`config.mk`:
```
export PLATFORM = sky130hd
export DESIGN_NAME = uart_tx_periph_6502_flat
export DESIGN_NICKNAME = d
export VERILOG_FILES = /design/src/rtl/uart_tx_periph_6502_pkg.sv /design/src/rtl/uart_tx_periph_6502_if.sv /design/src/rtl/sync_fifo_6502.sv /design/src/rtl/uart_tx_periph_6502.sv /design/src/flat_wrapper.sv
export SDC_FILE = /design/constraint.sdc
export NUM_CORES = 1
export LEC_CHECK = 0
export BUFFER_PORTS_ARGS = -buffer_cell sky130_fd_sc_hd__buf_2
export CAP_MARGIN = 40
export CORE_MARGIN = 3
export CORE_UTILIZATION = 55
export CTS_CLUSTER_SIZE = 20
export DETAILED_ROUTE_END_ITERATION = 7
export GPL_ROUTABILITY_DRIVEN = 1
export PLACE_DENSITY = 0.83
export SLEW_MARGIN = 10
export SYNTH_ARGS = -nofsm -noshare
export SYNTH_HDL_FRONTEND = slang
export SYNTH_SLANG_ARGS = --single-unit
```
`constraint.sdc`:
```
create_clock -name eclk -period 2.81 [get_ports eclk]
set_clock_uncertainty 0.15 [all_clocks]
set_input_delay 0.4215 -clock eclk [delete_from_list [all_inputs] [get_ports eclk]]
set_output_delay 0.4215 -clock eclk [all_outputs]
set_load 0.05 [all_outputs]
```
`src/rtl/uart_tx_periph_6502_pkg.sv`:
```
// Shared definitions for the 6502 transmit-only serial console: register map,
// STATUS bit positions, transmitter states and the FIFO-count saturation helper.
package uart_tx_periph_6502_pkg;

  localparam logic [1:0] REG_DATA   = 2'd0;
  localparam logic [1:0] REG_STATUS = 2'd1;
  localparam logic [1:0] REG_CTRL   = 2'd2;
  localparam logic [1:0] REG_DIV    = 2'd3;

  localparam int ST_EMPTY = 0;
  localparam int ST_FULL  = 1;
  localparam int ST_BUSY  = 2;
  localparam int ST_OVF   = 3;
  localparam int ST_IRQ   = 7;

  typedef enum logic [1:0] {
    TX_IDLE  = 2'd0,
    TX_START = 2'd1,
    TX_DATA  = 2'd2,
    TX_STOP  = 2'd3
  } tx_state_t;

  // A 256-deep FIFO holds 256 entries, which does not fit the 8-bit DATA read.
  function automatic logic [7:0] sat8(input logic [8:0] c);
    return c[8] ? 8'hFF : c[7:0];
  endfunction

endpackage

```
`src/rtl/uart_tx_periph_6502_if.sv`:
```
// CPU-side bus of the serial console: phase-2 level, address, write data,
// read/write strobe, and the read-data path back to the chip data mux.
interface uart_tx_periph_6502_if;
  logic        clk2out;
  logic [15:0] ab;
  logic [7:0]  cpu_do;
  logic        rw;
  logic [7:0]  rd_data;
  logic        rd_sel;

  modport master (output clk2out, ab, cpu_do, rw, input rd_data, rd_sel);
  modport slave  (input clk2out, ab, cpu_do, rw, output rd_data, rd_sel);
endinterface

```
`src/rtl/sync_fifo_6502.sv`:
```
// Single-clock first-word-fall-through FIFO; power-of-two depth so the
// pointers wrap naturally. A push while full is accepted only alongside a pop.
module sync_fifo_6502 #(
  parameter int DEPTH = 16,
  parameter int WIDTH = 8
) (
  input  logic                     clk,
  input  logic                     rst,
  input  logic                     push,
  input  logic                     pop,
  input  logic [WIDTH-1:0]         wr_data,
  output logic [WIDTH-1:0]         rd_data,
  output logic                     full,
  output logic                     empty,
  output logic [$clog2(DEPTH):0]   count
);

  localparam int AW = $clog2(DEPTH);

  logic [WIDTH-1:0] mem [DEPTH];
  logic [AW-1:0]    wr_ptr;
  logic [AW-1:0]    rd_ptr;
  logic             do_push;
  logic             do_pop;

  assign full    = (count == (AW+1)'(DEPTH));
  assign empty   = (count == '0);
  assign do_pop  = pop & ~empty;
  assign do_push = push & (~full | do_pop);
  assign rd_data = mem[rd_ptr];

  always_ff @(posedge clk) begin
    if (do_push) mem[wr_ptr] <= wr_data;
  end

  always_ff @(posedge clk or posedge rst) begin
    if (rst) begin
      wr_ptr <= '0;
      rd_ptr <= '0;
      count  <= '0;
    end else begin
      if (do_push) wr_ptr <= wr_ptr + AW'(1);
      if (do_pop)  rd_ptr <= rd_ptr + AW'(1);
      count <= count + (AW+1)'(do_push) - (AW+1)'(do_pop);
    end
  end

endmodule

```
`src/rtl/uart_tx_periph_6502.sv`:
```
// Memory-mapped 8N1 transmit console for the 6502 bus: register decode,
// byte FIFO, programmable bit timer, transmit FSM and level interrupt.
//
//   state    | meaning
//   TX_IDLE  | line high; pops the next byte as soon as the FIFO is non-empty
//   TX_START | start bit (low) for DIV+1 cycles
//   TX_DATA  | eight data bits LSB first, DIV+1 cycles each
//   TX_STOP  | stop bit (high) for DIV+1 cycles
module uart_tx_periph_6502
  import uart_tx_periph_6502_pkg::*;
#(
  parameter logic [15:0] BASE    = 16'h8000,
  parameter int          DEPTH   = 16,
  parameter logic [7:0]  DIV_RST = 8'd9
) (
  input  logic                 eclk,
  input  logic                 ereset,
  uart_tx_periph_6502_if.slave bus,
  output logic                 txd,
  output logic                 irq_n
);

  localparam int CW = $clog2(DEPTH) + 1;

  logic          clk2out_q;
  logic          hit;
  logic          wstb;
  logic          push;
  logic          pop;
  logic          ien;
  logic          ovf;
  logic          irq;
  logic          busy;
  logic [7:0]    div;
  logic [7:0]    status;
  logic [7:0]    rd_mux;

  logic          fifo_full;
  logic          fifo_empty;
  logic [CW-1:0] fifo_count;
  logic [7:0]    fifo_data;

  tx_state_t     state, state_n;
  logic [7:0]    bitcnt, bitcnt_n;
  logic [2:0]    bitidx, bitidx_n;
  logic [7:0]    shreg, shreg_n;

  // A write is taken on the falling edge of phase 2, once per bus cycle.
  assign hit  = (bus.ab[15:2] == BASE[15:2]);
  assign wstb = clk2out_q & ~bus.clk2out & hit & ~bus.rw;
  assign push = wstb & (bus.ab[1:0] == REG_DATA);

  sync_fifo_6502 #(.DEPTH(DEPTH), .WIDTH(8)) u_fifo (
    .clk     (eclk),
    .rst     (ereset),
    .push    (push),
    .pop     (pop),
    .wr_data (bus.cpu_do),
    .rd_data (fifo_data),
    .full    (fifo_full),
    .empty   (fifo_empty),
    .count   (fifo_count)
  );

  assign busy = (state != TX_IDLE);
  assign irq  = ien & fifo_empty & ~busy;

  always_ff @(posedge eclk or posedge ereset) begin
    if (ereset) begin
      clk2out_q <= 1'b0;
      ien       <= 1'b0;
      div       <= DIV_RST;
      ovf       <= 1'b0;
      irq_n     <= 1'b1;
    end else begin
      clk2out_q <= bus.clk2out;
      irq_n     <= ~irq;
      if (wstb && bus.ab[1:0] == REG_CTRL) ien <= bus.cpu_do[0];
      if (wstb && bus.ab[1:0] == REG_DIV)  div <= bus.cpu_do;
      if (wstb && bus.ab[1:0] == REG_STATUS)
        ovf <= 1'b0;
      else if (push && fifo_full && !pop)
        ovf <= 1'b1;
    end
  end

  always_ff @(posedge eclk or posedge ereset) begin
    if (ereset) begin
      state  <= TX_IDLE;
      bitcnt <= 8'd0;
      bitidx <= 3'd0;
      shreg  <= 8'd0;
    end else begin
      state  <= state_n;
      bitcnt <= bitcnt_n;
      bitidx <= bitidx_n;
      shreg  <= shreg_n;
    end
  end

  // The bit timer reloads from DIV at every bit start, so a DIV write lands on the next bit.
  always_comb begin
    state_n  = state;
    bitcnt_n = bitcnt;
    bitidx_n = bitidx;
    shreg_n  = shreg;
    pop      = 1'b0;
    txd      = 1'b1;
    case (state)
      TX_IDLE: begin
        if (!fifo_empty) begin
          pop      = 1'b1;
          shreg_n  = fifo_data;
          bitcnt_n = div;
          state_n  = TX_START;
        end
      end
      TX_START: begin
        txd = 1'b0;
        if (bitcnt == 8'd0) begin
          bitcnt_n = div;
          bitidx_n = 3'd0;
          state_n  = TX_DATA;
        end else begin
          bitcnt_n = bitcnt - 8'd1;
        end
      end
      TX_DATA: begin
        txd = shreg[bitidx];
        if (bitcnt == 8'd0) begin
          bitcnt_n = div;
          if (bitidx == 3'd7) state_n = TX_STOP;
          else                bitidx_n = bitidx + 3'd1;
        end else begin
          bitcnt_n = bitcnt - 8'd1;
        end
      end
      TX_STOP: begin
        if (bitcnt == 8'd0) state_n = TX_IDLE;
        else                bitcnt_n = bitcnt - 8'd1;
      end
      default: state_n = TX_IDLE;
    endcase
  end

  always_comb begin
    status           = 8'h00;
    status[ST_IRQ]   = irq;
    status[ST_OVF]   = ovf;
    status[ST_BUSY]  = busy;
    status[ST_FULL]  = fifo_full;
    status[ST_EMPTY] = fifo_empty;
  end

  always_comb begin
    rd_mux = 8'h00;
    if (hit) begin
      case (bus.ab[1:0])
        REG_DATA:   rd_mux = sat8(9'(fifo_count));
        REG_STATUS: rd_mux = status;
        REG_CTRL:   rd_mux = {7'b0, ien};
        REG_DIV:    rd_mux = div;
        default:    rd_mux = 8'h00;
      endcase
    end
  end

  assign bus.rd_data = rd_mux;
  assign bus.rd_sel  = hit & bus.rw;

endmodule

```
`src/flat_wrapper.sv`:
```
// flat-port wrapper written by rule: the top's interface ports become plain ports
module uart_tx_periph_6502_flat import uart_tx_periph_6502_pkg::*;
#(
  parameter logic [15:0] BASE    = 16'h8000,
  parameter int          DEPTH   = 16,
  parameter logic [7:0]  DIV_RST = 8'd9
)
  (eclk, ereset, txd, irq_n, bus_clk2out, bus_ab, bus_cpu_do, bus_rw, bus_rd_data, bus_rd_sel);
  uart_tx_periph_6502_if bus_i ();
  input  logic eclk;
  input  logic ereset;
  output logic txd;
  output logic irq_n;
  input wire logic [$bits(bus_i.clk2out)-1:0] bus_clk2out;
  input wire logic [$bits(bus_i.ab)-1:0] bus_ab;
  input wire logic [$bits(bus_i.cpu_do)-1:0] bus_cpu_do;
  input wire logic [$bits(bus_i.rw)-1:0] bus_rw;
  output wire logic [$bits(bus_i.rd_data)-1:0] bus_rd_data;
  output wire logic [$bits(bus_i.rd_sel)-1:0] bus_rd_sel;
  assign bus_i.clk2out = bus_clk2out;
  assign bus_i.ab = bus_ab;
  assign bus_i.cpu_do = bus_cpu_do;
  assign bus_i.rw = bus_rw;
  assign bus_rd_data = bus_i.rd_data;
  assign bus_rd_sel = bus_i.rd_sel;
  uart_tx_periph_6502 #(.BASE(BASE), .DEPTH(DEPTH), .DIV_RST(DIV_RST)) u_core (.eclk(eclk), .ereset(ereset), .bus(bus_i), .txd(txd), .irq_n(irq_n));
endmodule
```
### Yosys cells after proc, flatten, opt, wreduce, memory -nomap -nowiden

Memories as Yosys holds them, arrays and structs flattened. A register that Yosys moved wholly into a read port is not among the register bits.
Cells that the tools add are included.

| cells by class | value |
|---|---|
| order comparisons | 1 |
| bitwise logic cells | 16 |
| multiplexer cells | 25 |
| $add $sub $neg | 6 |
| reduce and logical (&&, ||, !) cells | 18 |
| equal/unequal tests | 16 |

Operators with widths:

| operator | count |
|---|---|
| 8-bit two-way mux | 4 |
| 8-bit one-hot mux with 4 select lines | 1 |
| 8-bit one-hot mux with 3 select lines | 1 |
| 14-bit == test (second input constant) | 1 |
| 2-bit two-way mux | 5 |
| 1-bit AND | 9 |
| 3-bit two-way mux | 3 |
| 4-bit by 1-bit adder with 4-bit output (second input constant) | 2 |
| 2-bit == test (second input constant) | 4 |
| 8-bit logical NOT | 1 |
| 2-bit by 1-bit inequality test with 1-bit output (second input constant) | 4 |
| 2-bit one-hot mux with 4 select lines | 1 |
| 8-bit by 1-bit subtractor with 8-bit output (second input constant) | 1 |
| 1-bit two-way mux | 7 |
| 2-bit inequality test (second input constant) | 3 |
| 1-bit NOT | 6 |
| 3-bit one-hot mux with 2 select lines | 1 |
| 2-bit nonzero test | 3 |
| 5-bit by 1-bit adder with 5-bit output | 1 |
| 5-bit == test (second input constant) | 1 |
| 1-bit logical AND | 5 |
| 5-bit logical NOT | 1 |
| 5-bit AND reduction | 1 |
| 5-bit by 1-bit subtractor with 5-bit output | 1 |
| 12 further kinds | 15 |

| word-level totals | value |
|---|---|
| output and inout bits | 11 |
| flip-flop bits (word level) | 38 |
| memories kept | 1 |
| memory bits (writable) | 128 |

Memory list:

| name | depth | bits a word | read ports | clocked after Yosys merged registers in | wr ports | RTL line | text |
|---|---|---|---|---|---|---|---|
| u_core.u_fifo.mem | 16 | 8 | 1 | 1 | 1 | sync_fifo_6502.sv:20 | `logic [WIDTH-1:0] mem [DEPTH];` |

### Logic depth before layout (Yosys ltp)

| depth | value |
|---|---|
| depth in word-level cells | 9 |
| mapped depth | 13 |
| mapped depth without buffers | 13 |

### Hierarchy

A second synthesis with hierarchy kept.

| second synthesis, totals | value |
|---|---|
| cells, all modules | 513 |
| area total of the unflattened synthesis | 7836.3 um^2 |

Modules (own cells, without submodules):

| module | area each (um^2) | cells each | times used |
|---|---|---|---|
| sync_fifo_6502 | 5825.6 | 320 | 1 |
| uart_tx_periph_6502 | 2010.7 | 193 | 1 |

### Worst setup path after synthesis

OpenSTA, ideal clock, no wires.

| timing path | value |
|---|---|
| kind | flip-flop to output port |
| from | reg u_core.u_fifo.count[3] |
| to | out bus_rd_data[7] |
| stages on the path, launching flop included | 9 |
| required time | 2.239 ns |
| path buffers | 2 |
| arrival time | 2.641 ns |
| setup slack | -0.403 ns |
| path through | dfrtp_1 inv_1 ha_1 or4b_1 buf_4 nor2_8 buf_6 nand3b_1 a21boi_0 |

| between the ends | value |
|---|---|
| longest elaborated chain between the ends | 5 |

RTL lines:

| item | RTL line | text |
|---|---|---|
| start, declared | sync_fifo_6502.sv:15 | `output logic [$clog2(DEPTH):0] count` |
| start signal, assigned | sync_fifo_6502.sv:44 | `count <= count + (AW+1)'(do_push) - (AW+1)'(do_pop);` |
| 5-bit logical NOT | sync_fifo_6502.sv:27 | `assign empty = (count == '0);` |
| 1-bit AND (2 in series) | uart_tx_periph_6502.sv:66 | `assign irq = ien & fifo_empty & ~busy;` |
| 8-bit one-hot mux with 4 select lines | uart_tx_periph_6502.sv:158 | `case (bus.ab[1:0])` |
| 8-bit two-way mux | uart_tx_periph_6502.sv:157 | `if (hit) begin` |
| end, declared | flat_wrapper.sv:18 | `output wire logic [$bits(bus_i.rd_data)-1:0] bus_rd_data;` |

No other way between the ends.

### Final worst setup path

| timing path | value |
|---|---|
| from | reg u_core.clk2out_q |
| to | reg u_core.u_fifo.count[4] |

| between the ends | value |
|---|---|
| longest elaborated chain between the ends | 7 |

RTL lines:

| item | RTL line | text |
|---|---|---|
| start, declared | uart_tx_periph_6502.sv:25 | `logic clk2out_q;` |
| start signal, assigned | uart_tx_periph_6502.sv:76 | `clk2out_q <= bus.clk2out;` |
| 1-bit AND (3 in series) | uart_tx_periph_6502.sv:50 | `assign wstb = clk2out_q & ~bus.clk2out & hit & ~bus.rw;` |
| 1-bit AND | uart_tx_periph_6502.sv:51 | `assign push = wstb & (bus.ab[1:0] == REG_DATA);` |
| 1-bit AND | sync_fifo_6502.sv:29 | `assign do_push = push & (~full \| do_pop);` |
| 5-bit by 1-bit adder with 5-bit output | sync_fifo_6502.sv:44 |  |
| 5-bit by 1-bit subtractor with 5-bit output | sync_fifo_6502.sv:44 |  |

No other way between the ends.
A chain may end at the register's enable or synchronous reset.

==> results.toml <==
[outcome]
status = "complete, but fails checks"
violations = "setup timing"

[place]
place_congestion = 0.832
dp_hpwl_um = 11400
port_buffers = 38
pre_cts_slack_ps = -55.5

[clock_tree]
cts.sinks = 174
cts_tree = "built"
clk_pin_slew_worst_paths_ps = 60
clk_path_buf_depth = 2
clk_latency_ps = 440
cts-root-buf = "clkbuf_16"
htree_levels = 4
cts_inserted_buffers = 17

[worst_setup_path]
cp.arrival_ps = 3060
cp_max_fo = 3
worst_ep_required_time_ps = 3020
start_kind = "register"
cp-end-kind = "register"
r2r-start = "u_core.clk2out_q$_DFF_PP0_"
reg2reg_slack_ps = -40
r2r_cells = 10
reg2reg_to = "u_core.u_fifo.count[4]$_DFF_PP0_"
crit_type = "register to register"

[hold_path]
hold_path_class = "input pin to register"
hold_start = "bus_ab[0]"
worstHoldEndpoint = "u_core.ovf$_DFFE_PP0P_"
whs_path_depth = 2

[yosys]
syn_inst = 499
ys_seq_elements = 174
yosysSeqAreaShare_pct = 64.1
syn_area_mm2 = 0.00779
synth_edf_count = 128
yosysTopAreaCellShare_pct = 49.3
async_reset_ff_share_pct = 26.4
syn_area_per_cell_um2 = 15.6
syn-num-nets = 546
synth_top_area_cell = "edfxtp_1"
synth_area_leaders = "edfxtp_1 (49%), dfrtp_1 (14%), mux4_2 (10%), ha_1 (2.9%), mux2i_1 (2.1%)"
synth_warnings = 0
synth_ff_type = "edfxtp_1"
synth_cell_types = 59

[job]
cap_viol_max_count = 0

[route]
drt-initial-drc-count = 615
wl_um = 17800
wl_met3_um = 1340
highest_layer = "met4"
firstDrtPassIters = 5
ant_nets = 0
wl_met1_um = 7000
drc = 0
wl_per_cell_um = 23.6
vias = 4799
route.met2.wl_um = 9190
avgViaCountPerCell = 6.36

[sta]
tightest_slew_ps = 865
fin_tns_setup_ps = -41.9
fin_crit_ps = 2850
hold_violations = 0
postLayoutSetupSlackWorst_ps = -41.9
fmax_ghz = 0.351
fin_crit_sh_pct = 101
slew_violations = 0
setup_viol = 1
slew_headroom_pct = 42.3

[global_routing]
gr-usage-all-layers_pct = 23.1
grt_pass1_wl_um = 27600
antenna_found_initial = 0
first_global_vias = 4869
grt.overflow.total = 0
grt_max_degree = 28

[floorplanning]
die_w_um = 125
fp.dieArea_mm2 = 0.0156
die_height_um = 125
num_io_pins = 39
row_count = 42
core_area_mm2 = 0.0136
initial_core_util_pct = 57.5

[power_and_ir_drop]
p_seq_share_pct = 39.9
p_int_uw = 5450
ir_drop_uv = 570
power_per_cell_area_mw_per_mm2 = 915
leakagePower_uw = 0.00337
clkPwrFrac_pct = 26.2
p_comb_share_pct = 33.9
p_sw_uw = 2760
p_sw_share_pct = 33.6

[layout]
fill_cells = 887
drive_gt1_share_pct = 29.4
nets = 613
final_core_util_pct = 66.1
final_common_cell = "edfxtp_1"
n_antenna_cell = 0
register_area_mm2 = 0.00500
layout_common_cells = "edfxtp_1 (128), dfrtp_1 (43), buf_2 (36)"
multi_input_area_mm2 = 0.00264
syn_to_final_growth_pct = 15.1
-- metrics by stage --
step                power [uW]  std cells  cell area [um2]  hold WS, ps
global placement          5760        718             8320          295
global route              8580        755             8970          203
finish                    8200        755             8970          188
CTS                       8080        753             8910          167
detailed placement        5900        719             8340          309
floorplan                 5240        499             7800          254
-- sequential cells by signal, summed over array words and instances, names as in the netlist, 2 cells and up --
name / cells
u_core.u_fifo.mem: 128
u_core.bitcnt: 8
u_core.div: 8
u_core.shreg: 8
u_core.u_fifo.count: 5
u_core.u_fifo.rd_ptr: 4
u_core.u_fifo.wr_ptr: 4
u_core.bitidx: 3
u_core.state: 2
-- how the worst max path moves through the flow --
stage	cells past startpoint	to	startpoint	slack [ps]
2_1_floorplan	11	u_core.u_fifo.count[4]$_DFF_PP0_	bus_ab[3]	180
3_3_place_gp	11	u_core.u_fifo.count[4]$_DFF_PP0_	bus_ab[6]	170
3_5_place_dp	12	u_core.u_fifo.count[4]$_DFF_PP0_	bus_ab[10]	-60
4_1_cts	7	bus_rd_data[0]	u_core.u_fifo.count[2]$_DFF_PP0_	6
5_1_grt	10	u_core.u_fifo.count[4]$_DFF_PP0_	u_core.clk2out_q$_DFF_PP0_	-60
6_report	10	u_core.u_fifo.count[4]$_DFF_PP0_	u_core.clk2out_q$_DFF_PP0_	-40
-- layer usage --
metal / GRT usage, % / vias to the layer above
met5: 0 / -
met4: 7.40 / 0
met3: 4.56 / 31
met2: 38.2 / 268
met1: 31.4 / 2414
li1: - / 2086
-- cell usage after synthesis (10+ instances only) --
| library cell | count |
|---|---|
| ha_1 | 18 |
| mux2_2 | 12 |
| edfxtp_1 | 128 |
| nor2_1 | 27 |
| nand2_1 | 18 |
| mux2i_1 | 16 |
| nand3_1 | 22 |
| inv_1 | 22 |
| mux4_2 | 35 |
| clkbuf_1 | 10 |
| dfrtp_1 | 43 |
| a32oi_1 | 10 |
-- logic make-up after synthesis --
| group | share of synthesized area, % |
|---|---|
| AOI/OAI and AO/OA | 5.30 |
| and+or+nand+nor | 9.68 |
| buffers and inverters | 2.73 |
| muxes | 13.9 |
| adders and majority gates | 3.15 |
| DFF | 64.1 |
| xor gates and xnor gates | 1.12 |
-- critical path, stage by stage (launching register included) --
cell and delay, ps:
dfrtp_1 340, nor3b_1 450, o211ai_1 320, o31ai_2 320
ha_1 240, inv_1 70, fa_1 420, inv_1 110
a21oi_1 70, o21bai_1 160, xnor2_1 130
-- power groups by stage --
stage / Clock [uW] / Sequential, uW / Combinational [uW]
floorplan: 0 / 3160 / 2080
detailed placement: 0 / 3290 / 2610
CTS: 2170 / 3250 / 2650
global placement: 0 / 3270 / 2490
finish: 2150 / 3270 / 2780
global route: 2280 / 3300 / 3000
-- area by class of cell --
class	count	area share (%)
clock inverters	14	1.20
repair buffers	73	5.48
flip-flops and latches	174	55.7
inverters	22	0.921
clock buffers	18	4.79
multi-input cells	278	29.4
well taps	176	2.46
-- repair_timing --
| action | in CTS | in global routing |
|---|---|---|
| setup buffers | 0 | 2 |
| endpoints found under the hold margin | 18 | 0 |
| resized for setup | 5 | 9 |
| cloned | 0 | 0 |
| setup endpoints to repair | 3 | 3 |
| hold buffers | 2 | 0 |
No activity file was read; power rests on OpenSTA's default activity.
